[src/rtl/pipe_skid_reg_pkg.sv]
// rtl/pipe_skid_reg_pkg.sv - shared state encoding and depth constants for the skid register
package pipe_pkg;

  localparam int SKID_DEPTH = 2;
  localparam int CNT_W      = $clog2(SKID_DEPTH + 1);

  typedef enum logic [1:0] {
    S_EMPTY = 2'd0,
    S_BUSY  = 2'd1,
    S_FULL  = 2'd2
  } skid_state_t;

  // Occupancy implied by a state; the unused encoding reads as empty.
  function automatic logic [CNT_W-1:0] state_count(skid_state_t s);
    case (s)
      S_BUSY:  return CNT_W'(1);
      S_FULL:  return CNT_W'(SKID_DEPTH);
      default: return '0;
    endcase
  endfunction

endpackage

[src/rtl/pipe_skid_reg_if.sv]
// rtl/pipe_skid_reg_if.sv - ready/valid word stream between pipeline stages
interface pipe_skid_reg_if #(
  parameter int REG_SIZE = 32
);

  logic                valid;
  logic                ready;
  logic [REG_SIZE-1:0] data;

  modport master (output valid, output data, input ready);
  modport slave  (input valid, input data, output ready);

endinterface

[src/rtl/pipe_skid_reg_data_reg.sv]
// rtl/pipe_skid_reg_data_reg.sv - enable-loaded data register cleared by reset
module skid_data_reg #(
  parameter int REG_SIZE = 32
) (
  input  logic                clk,
  input  logic                rst,
  input  logic                en,
  input  logic [REG_SIZE-1:0] d,
  output logic [REG_SIZE-1:0] q
);

  // Load on enable, clear asynchronously on reset.
  always_ff @(posedge clk or posedge rst) begin
    if (rst)
      q <= '0;
    else if (en)
      q <= d;
  end

endmodule

[src/rtl/pipe_skid_reg.sv]
// rtl/pipe_skid_reg.sv - two-entry ready/valid pipeline register with skid entry
module pipe_skid_reg
  import pipe_pkg::*;
#(
  parameter int REG_SIZE = 32
) (
  input  logic                  clk,
  input  logic                  rst,
  input  logic                  flush,
  pipe_skid_reg_if.slave        up,
  pipe_skid_reg_if.master       dn,
  output logic [CNT_W-1:0]      count
);

  skid_state_t         state;
  logic                in_fire;
  logic                out_fire;
  logic                main_en;
  logic                skid_en;
  logic [REG_SIZE-1:0] main_d;
  logic [REG_SIZE-1:0] main_q;
  logic [REG_SIZE-1:0] skid_q;

  // Handshake outputs decode only the state, so neither side sees a path from the other.
  assign up.ready = (state == S_EMPTY) || (state == S_BUSY);
  assign dn.valid = (state == S_BUSY) || (state == S_FULL);
  assign dn.data  = main_q;
  assign count    = state_count(state);

  assign in_fire  = up.valid & up.ready;
  assign out_fire = dn.valid & dn.ready;

  // Main takes the new word when it is (or becomes) the oldest; in FULL it refills from skid.
  assign main_en = !flush && (((state == S_EMPTY) && in_fire) ||
                              ((state == S_BUSY) && in_fire && out_fire) ||
                              ((state == S_FULL) && out_fire));
  assign skid_en = !flush && (state == S_BUSY) && in_fire && !out_fire;
  assign main_d  = (state == S_FULL) ? skid_q : up.data;

  // Occupancy FSM; flush empties it, the unused encoding falls back to empty.
  always_ff @(posedge clk or posedge rst) begin
    if (rst) begin
      state <= S_EMPTY;
    end else if (flush) begin
      state <= S_EMPTY;
    end else begin
      case (state)
        S_EMPTY: if (in_fire) state <= S_BUSY;
        S_BUSY: begin
          if (in_fire && !out_fire)
            state <= S_FULL;
          else if (!in_fire && out_fire)
            state <= S_EMPTY;
        end
        S_FULL:  if (out_fire) state <= S_BUSY;
        default: state <= S_EMPTY;
      endcase
    end
  end

  skid_data_reg #(.REG_SIZE(REG_SIZE)) u_main (
    .clk (clk),
    .rst (rst),
    .en  (main_en),
    .d   (main_d),
    .q   (main_q)
  );

  skid_data_reg #(.REG_SIZE(REG_SIZE)) u_skid (
    .clk (clk),
    .rst (rst),
    .en  (skid_en),
    .d   (up.data),
    .q   (skid_q)
  );

endmodule

[src/flat_wrapper.sv]
// flat-port wrapper written by rule: the top's interface ports become plain ports
module pipe_skid_reg_flat import pipe_pkg::*;
#(
  parameter int REG_SIZE = 32
)
  (clk, rst, flush, count, up_valid, up_data, up_ready, dn_valid, dn_data, dn_ready);
  pipe_skid_reg_if #(.REG_SIZE(REG_SIZE)) up_i ();
  pipe_skid_reg_if #(.REG_SIZE(REG_SIZE)) dn_i ();
  input  logic clk;
  input  logic rst;
  input  logic flush;
  output logic [CNT_W-1:0] count;
  input wire logic [$bits(up_i.valid)-1:0] up_valid;
  input wire logic [$bits(up_i.data)-1:0] up_data;
  output wire logic [$bits(up_i.ready)-1:0] up_ready;
  output wire logic [$bits(dn_i.valid)-1:0] dn_valid;
  output wire logic [$bits(dn_i.data)-1:0] dn_data;
  input wire logic [$bits(dn_i.ready)-1:0] dn_ready;
  assign up_i.valid = up_valid;
  assign up_i.data = up_data;
  assign up_ready = up_i.ready;
  assign dn_valid = dn_i.valid;
  assign dn_data = dn_i.data;
  assign dn_i.ready = dn_ready;
  pipe_skid_reg #(.REG_SIZE(REG_SIZE)) u_core (.clk(clk), .rst(rst), .flush(flush), .up(up_i), .dn(dn_i), .count(count));
endmodule
[config.mk]
export PLATFORM = sky130hd
export DESIGN_NAME = pipe_skid_reg_flat
export DESIGN_NICKNAME = d
export VERILOG_FILES = /design/src/rtl/pipe_skid_reg_pkg.sv /design/src/rtl/pipe_skid_reg_if.sv /design/src/rtl/pipe_skid_reg_data_reg.sv /design/src/rtl/pipe_skid_reg.sv /design/src/flat_wrapper.sv
export SDC_FILE = /design/constraint.sdc
export NUM_CORES = 1
export LEC_CHECK = 0
export ABC_AREA = 1
export CAP_MARGIN = 20
export CELL_PAD_IN_SITES_DETAIL_PLACEMENT = 0
export CELL_PAD_IN_SITES_GLOBAL_PLACEMENT = 1
export CORE_ASPECT_RATIO = 0.9
export CORE_MARGIN = 5
export CORE_UTILIZATION = 25
export DETAILED_ROUTE_END_ITERATION = 10
export GPL_TIMING_DRIVEN = 1
export PLACE_DENSITY = 0.61
export SETUP_SLACK_MARGIN = 0.4
export SLEW_MARGIN = 10
export SYNTH_ARGS = -nofsm -noshare
export SYNTH_HDL_FRONTEND = slang
export SYNTH_HIERARCHICAL = 1
export SYNTH_SLANG_ARGS = --single-unit
[constraint.sdc]
create_clock -name clk -period 2.3 [get_ports clk]
set_input_delay 0.345 -clock clk [delete_from_list [all_inputs] [get_ports clk]]
set_output_delay 0.345 -clock clk [all_outputs]
set_load 0.05 [all_outputs]
# Word-level counts from Yosys, hierarchy flattened
# Cells that the tools add are included.
[totals] in_bits=37 output_inout_bits=36 word_cells=37 ff_bits=66
[op_classes] bitwise_logic=2 n_mux=8 reduce_logical=19 n_eq_ne=5
[op_table] operator="$mux 32" count=1
[op_table] operator="$logic_and 1x1->1" count=10
[op_table] operator="$mux 2" count=5
[op_table] operator="$ne 3x2->1 const B" count=2
[op_table] operator="$pmux 2 s3" count=1
[op_table] operator="$logic_or 1x1->1" count=4
[op_table] operator="$ne 4x4->1 const B" count=1
[op_table] operator="$pmux 2 s2" count=1
[op_table] operator="$logic_not 1->1" count=3
[op_table] operator="$reduce_and 3->1" count=1
[op_table] operator="$and 1x1->1" count=2
[op_table] operator="$eq 2x1->1 const B" count=1
[op_table] operator="$eq 2x2->1 const B" count=1
[op_table] operator="$logic_not 2->1" count=1

# Logic depth before layout (Yosys ltp)
[logic_depth] word_depth=9 mapped_depth=11 mapped_depth_nobuf=9

# Hierarchy
# The synthesis kept the hierarchy.
[by_module_without_submodules] module="skid_data_reg" seq_area_each_um2=800.8 cells_each=137 n_inst=2 area_per_inst_um2=1296.2
[by_module_without_submodules] module="pipe_skid_reg" seq_area_each_um2=50.0 cells_each=74 n_inst=1 area_per_inst_um2=788.3

# Worst setup path after synthesis
# Ideal clock, no wire load.
[synth_path] path_kind="register to register" startpoint="reg u_core.state[0]" endpoint="reg u_core.u_main.q[10]" n_path_buf=4 setup_ps=119 t_required_ps=2181 t_arrival_ps=1862 setup_slack_ps=320 stages_incl_launch_ff=12 period_less_slack_ps=1980 cell_sequence="dfrtp_1 -> inv_1 -> ha_1 -> buf_6 -> buf_12 -> nand3_1 -> nand2_1 -> buf_6 -> inv_8 -> buf_12 -> nand2_2 -> nand2_1"
[synth_via] elab_chain_cells=8 elab_cells_between_ends=15 classes_between="2 x eq/ne; 1 x mux; 2 x bitwise; 10 x reduce/logical"
[synth_rtl] item="from (decl)" line_no="pipe_skid_reg.sv:15" rtl="skid_state_t state;"
[synth_rtl] item="from (signal assigned)" line_no="pipe_skid_reg.sv:43" rtl="state <= S_EMPTY;"
[synth_rtl] item="from (signal assigned)" line_no="pipe_skid_reg.sv:45" rtl="state <= S_EMPTY;"
[synth_rtl] item="from (signal assigned)" line_no="pipe_skid_reg.sv:48" rtl="S_EMPTY: if (in_fire) state <= S_BUSY;"
[synth_rtl] item="$eq 2x1->1 or $logic_not 2->1 (tied branches)"
[synth_rtl] item="$logic_or 1x1->1" line_no="pipe_skid_reg.sv:25" rtl="assign up.ready = (state == S_EMPTY) || (state == S_BUSY);"
[synth_rtl] item="$and 1x1->1" line_no="pipe_skid_reg.sv:30" rtl="assign in_fire = up.valid & up.ready;"
[synth_rtl] item="$logic_and 1x1->1 (2 in series)" line_no="pipe_skid_reg.sv:35" rtl="((state == S_BUSY) && in_fire && out_fire) ||"
[synth_rtl] item="$logic_or 1x1->1" line_no="pipe_skid_reg.sv:34" rtl="assign main_en = !flush && (((state == S_EMPTY) && in_fire) ||"
[synth_rtl] item="$logic_or 1x1->1 (*)" line_no="pipe_skid_reg.sv:35"
[synth_rtl] item="$logic_and 1x1->1 (*)" line_no="pipe_skid_reg.sv:34"
[synth_rtl] item="via u_core.main_en" line_no="pipe_skid_reg.sv:18" rtl="logic main_en;"
[synth_rtl] item="to (signal assigned)" line_no="pipe_skid_reg_data_reg.sv:15" rtl="q <= '0;"
[synth_rtl] item="to (signal assigned)" line_no="pipe_skid_reg_data_reg.sv:17" rtl="q <= d;"
[synth_rtl] item="to (decl)" line_no="pipe_skid_reg_data_reg.sv:9" rtl="output logic [REG_SIZE-1:0] q"
# Mark *: on every way through the listed nets, which the timed path passes. The rest lies on a longest branch.
# A chain may end at the register's enable or synchronous reset.

# Final worst setup path
[layout_path] startpoint="reg u_core.state[0]" endpoint="out count[1]"
[layout_via] elab_chain_cells=2 elab_cells_between_ends=3 classes_between="2 x eq/ne; 1 x mux"
[layout_rtl] item="$eq 2x2->1 or $eq 2x1->1 (tied branches)" line_no="pipe_skid_reg_pkg.sv:15" rtl="case (s)"
[layout_rtl] item="$pmux 2 s2 (*)" line_no="pipe_skid_reg_pkg.sv:15"
[layout_rtl] item="to (decl)" line_no="flat_wrapper.sv:12" rtl="output logic [CNT_W-1:0] count;"
# Mark *: on every way between the ends. The rest lies on a longest branch, timed or not.

==> flow_summary.yaml <==
critical_path:
  cpMostUsedCell: "buf_12"
  path_cells: "inv_1, ha_2, buf_12, buf_12"
  critical_path_class: "reg2out"
  startpoint_type: "flop"
  critPathMaxStageDelay_ns: 0.42
  path_delay_family: "buffers and inverters"
  cp_num_buf_inv: 3
  cp_data_arrival_time_ns: 1.51
  critPathSlowestCell: "dfrtp_1"
  end_kind: "primary output"
  required_ns: 1.96
  critPathMaxFanout: 17
route:
  wl_per_cell_um: 14.0
  vias: 2424
  antenna_left: 0
  firstDrtPassIters: 4
  remaining_drc_errors: 0
  drtIter0Drc: 87
  drt_wl_total_mm: 8.43
  vias_per_cell: 4.02
placement:
  postPlaceCellArea_um2: 4130
  gp_congestion: 0.659
  dpl.hpwl_mm: 5.24
  port_buffers: 72
logic_synthesis:
  synth.most_common_cell: "nand2_1"
  yosys.area_share.simple: 0.257
  synth_edf_count: 0
  netlist_top_cells_count: "nand2_1 (182), dfrtp_1 (66), mux2_4 (28)"
  syn-mean-instance-area_um2: 9.71
  netlist_instances: 348
  postSynth.asyncResetShare: 1.00
  synthDistinctLibCells: 17
  synth-seq-cells: 66
  synth_compound_area_frac: 0.00296
  synth.area.mux_share: 0.138
  synthAdderAreaFrac: 0.0185
  yosysTopAreaCellShare: 0.489
  synth_top_family_by_area: "simple AND/OR/NAND/NOR gates"
  netlist_area_um2: 3380
  synth_xor_area_frac: 0
  synthFlopType: "dfrtp_1"
  yosysTopAreaCell: "dfrtp_1"
  yosys-top-cells-area: "dfrtp_1 (49%), nand2_1 (20%), mux2_4 (12%)"
  synth.yosys.seq_area_share: 0.489
  syn-num-nets: 390
  yosysWarnings: 6
floorplanning:
  core.rowCount: 40
  die_y_um: 120
  initial_core_util: 0.254
  ios: 73
  die_w_um: 133
  core-area_um2: 13300
  dieArea_um2: 16000
sta:
  fin_tns_setup_ns: 0
  setup_viol: 0
  rsz0062_at_grt: "yes"
  hold_viol: 0
  worstMarginPinSlew_ns: 0.759
  finalCritPeriodShare: 0.808
  fmax_mhz: 538
  hold_ws_ns: 0.269
  slew_headroom: 0.493
  drv_slew: 0
  skew_ns: 0.00505
  period_minus_slack_ns: 1.86
clocking:
  cts_buffers: 9
  cts_hold_buf: 0
  clk_pin_slew_ns: 0.05
  clock_tree.root_cell: "clkbuf_16"
  cts_tree: "yes"
  insertion_delay_ns: 0.32
  htreeDepth: 3
  clkSinkCount: 66
  cts.path.max_buffers: 2
global_routing:
  grt.total_usage: 0.104
  use_met2: 0.168
  grt_max_degree: 34
  antenna_found_initial: 0
  use_met3: 0.0308
  grt_first_pass_wirelength_mm: 13.0
  grtUsageMet1: 0.134
  grt_pass1_vias: 2454
  grt-ovfl-total: 0
  grt-busiest-layer: "met2"
cells_and_area:
  utilization: 0.345
  layout-drive-gt1-share: 0.232
  diodes: 0
  fin_nets: 472
  final_cell_area_um2: 4600
  syn_to_final_growth_pct: 36.0
flow_run:
  max-cap-violations: 0
power_and_ir_drop:
  power.leakage_nw: 2.32
  p_total_mw: 6.32
  power.density_nw_per_um2: 1370
  ir_worst_vdd_mv: 0.388
outcome:
  status: "completed"
worst_hold_path:
  hold_path_class: "in2async"
==> layout make-up <==
class	instances	area, um^2
timing repair buffer	88	918
inverter	12	60.1
sequential	66	1650
tap	168	210
fill	1398	8720
clock buffer	10	239
clock inverter	6	66.3
multi-input combinational	253	1450
==> layout by cell type (no fill, tap or decap), types with 3 or more instances in the layout <==
cell,n
buf_4,12
clkbuf_16,10
clkdlybuf4s50_1,62
clkinvlp_4,3
dfrtp_1,66
dlymetal6s2s_1,5
ha_2,3
inv_1,8
mux2_2,4
mux2_4,28
nand2_1,180
nand2_2,22
nand3_1,5
==> through the flow <==
step,instances,setup slack [ns]
final,603,0.442
after floorplan,348,0.470
after global routing,603,0.355
after detailed placement,574,0.327
after CTS,591,0.403
after global placement,574,0.351
==> where the power goes <==
part / internal (mW) / switching [mW] / total (mW)
registers: 1.70 / 0.320 / 2.02
logic: 1.08 / 1.85 / 2.92
clock network: 0.868 / 0.512 / 1.38
total: 3.64 / 2.68 / 6.32
==> cells by family (layout without fill, tap and decap cells) <==
logic type | after synthesis | in the layout
AOI/OAI and AO/OA | 2 | 2
adders and majority gates | 5 | 5
buffers and inverters | 30 | 116
DFF | 66 | 66
muxes | 32 | 32
and+or+nand+nor | 213 | 214
==> worst paths after layout <==
path / startpoint / end / cells past startpoint / slack (ns)
setup reg to reg: u_core/state[1] / u_core/state[0] / 9 / 0.56
max in group asynchronous: rst / u_core/u_skid/q[15] / 2 / 1.26
hold / removal: rst / u_core/state[1] / 2 / 0.27
hold reg to reg: u_core/u_main/q[11] / u_core/u_main/q[11] / 2 / 0.47
min in group clk: u_core/u_main/q[11] / u_core/u_main/q[11] / 2 / 0.47
setup / recovery: u_core/state[0] / count[1] / 4 / 0.44
==> registers in the layout (all words and copies together) (netlist names) <==
name,count
u_core/state,2
u_core/u_main/q,32
u_core/u_skid/q,32
==> repair_timing <==
item                                   4_1_cts  5_1_grt
pin swaps                                    0        1
endpoints found under the hold margin        0        0
resized for setup                            8       12
gates cloned                                 1        2
setup endpoints to repair                   36       65
buffers inserted                             0       10
==> per-layer routing <==
layer | vias up | share of wire
met4 | 0 | 0.0064
li1 | 1241 | -
met5 | - | 0
met3 | 2 | 0.043
met2 | 51 | 0.47
met1 | 1130 | 0.48
No activity file was read; power rests on OpenSTA's default activity.
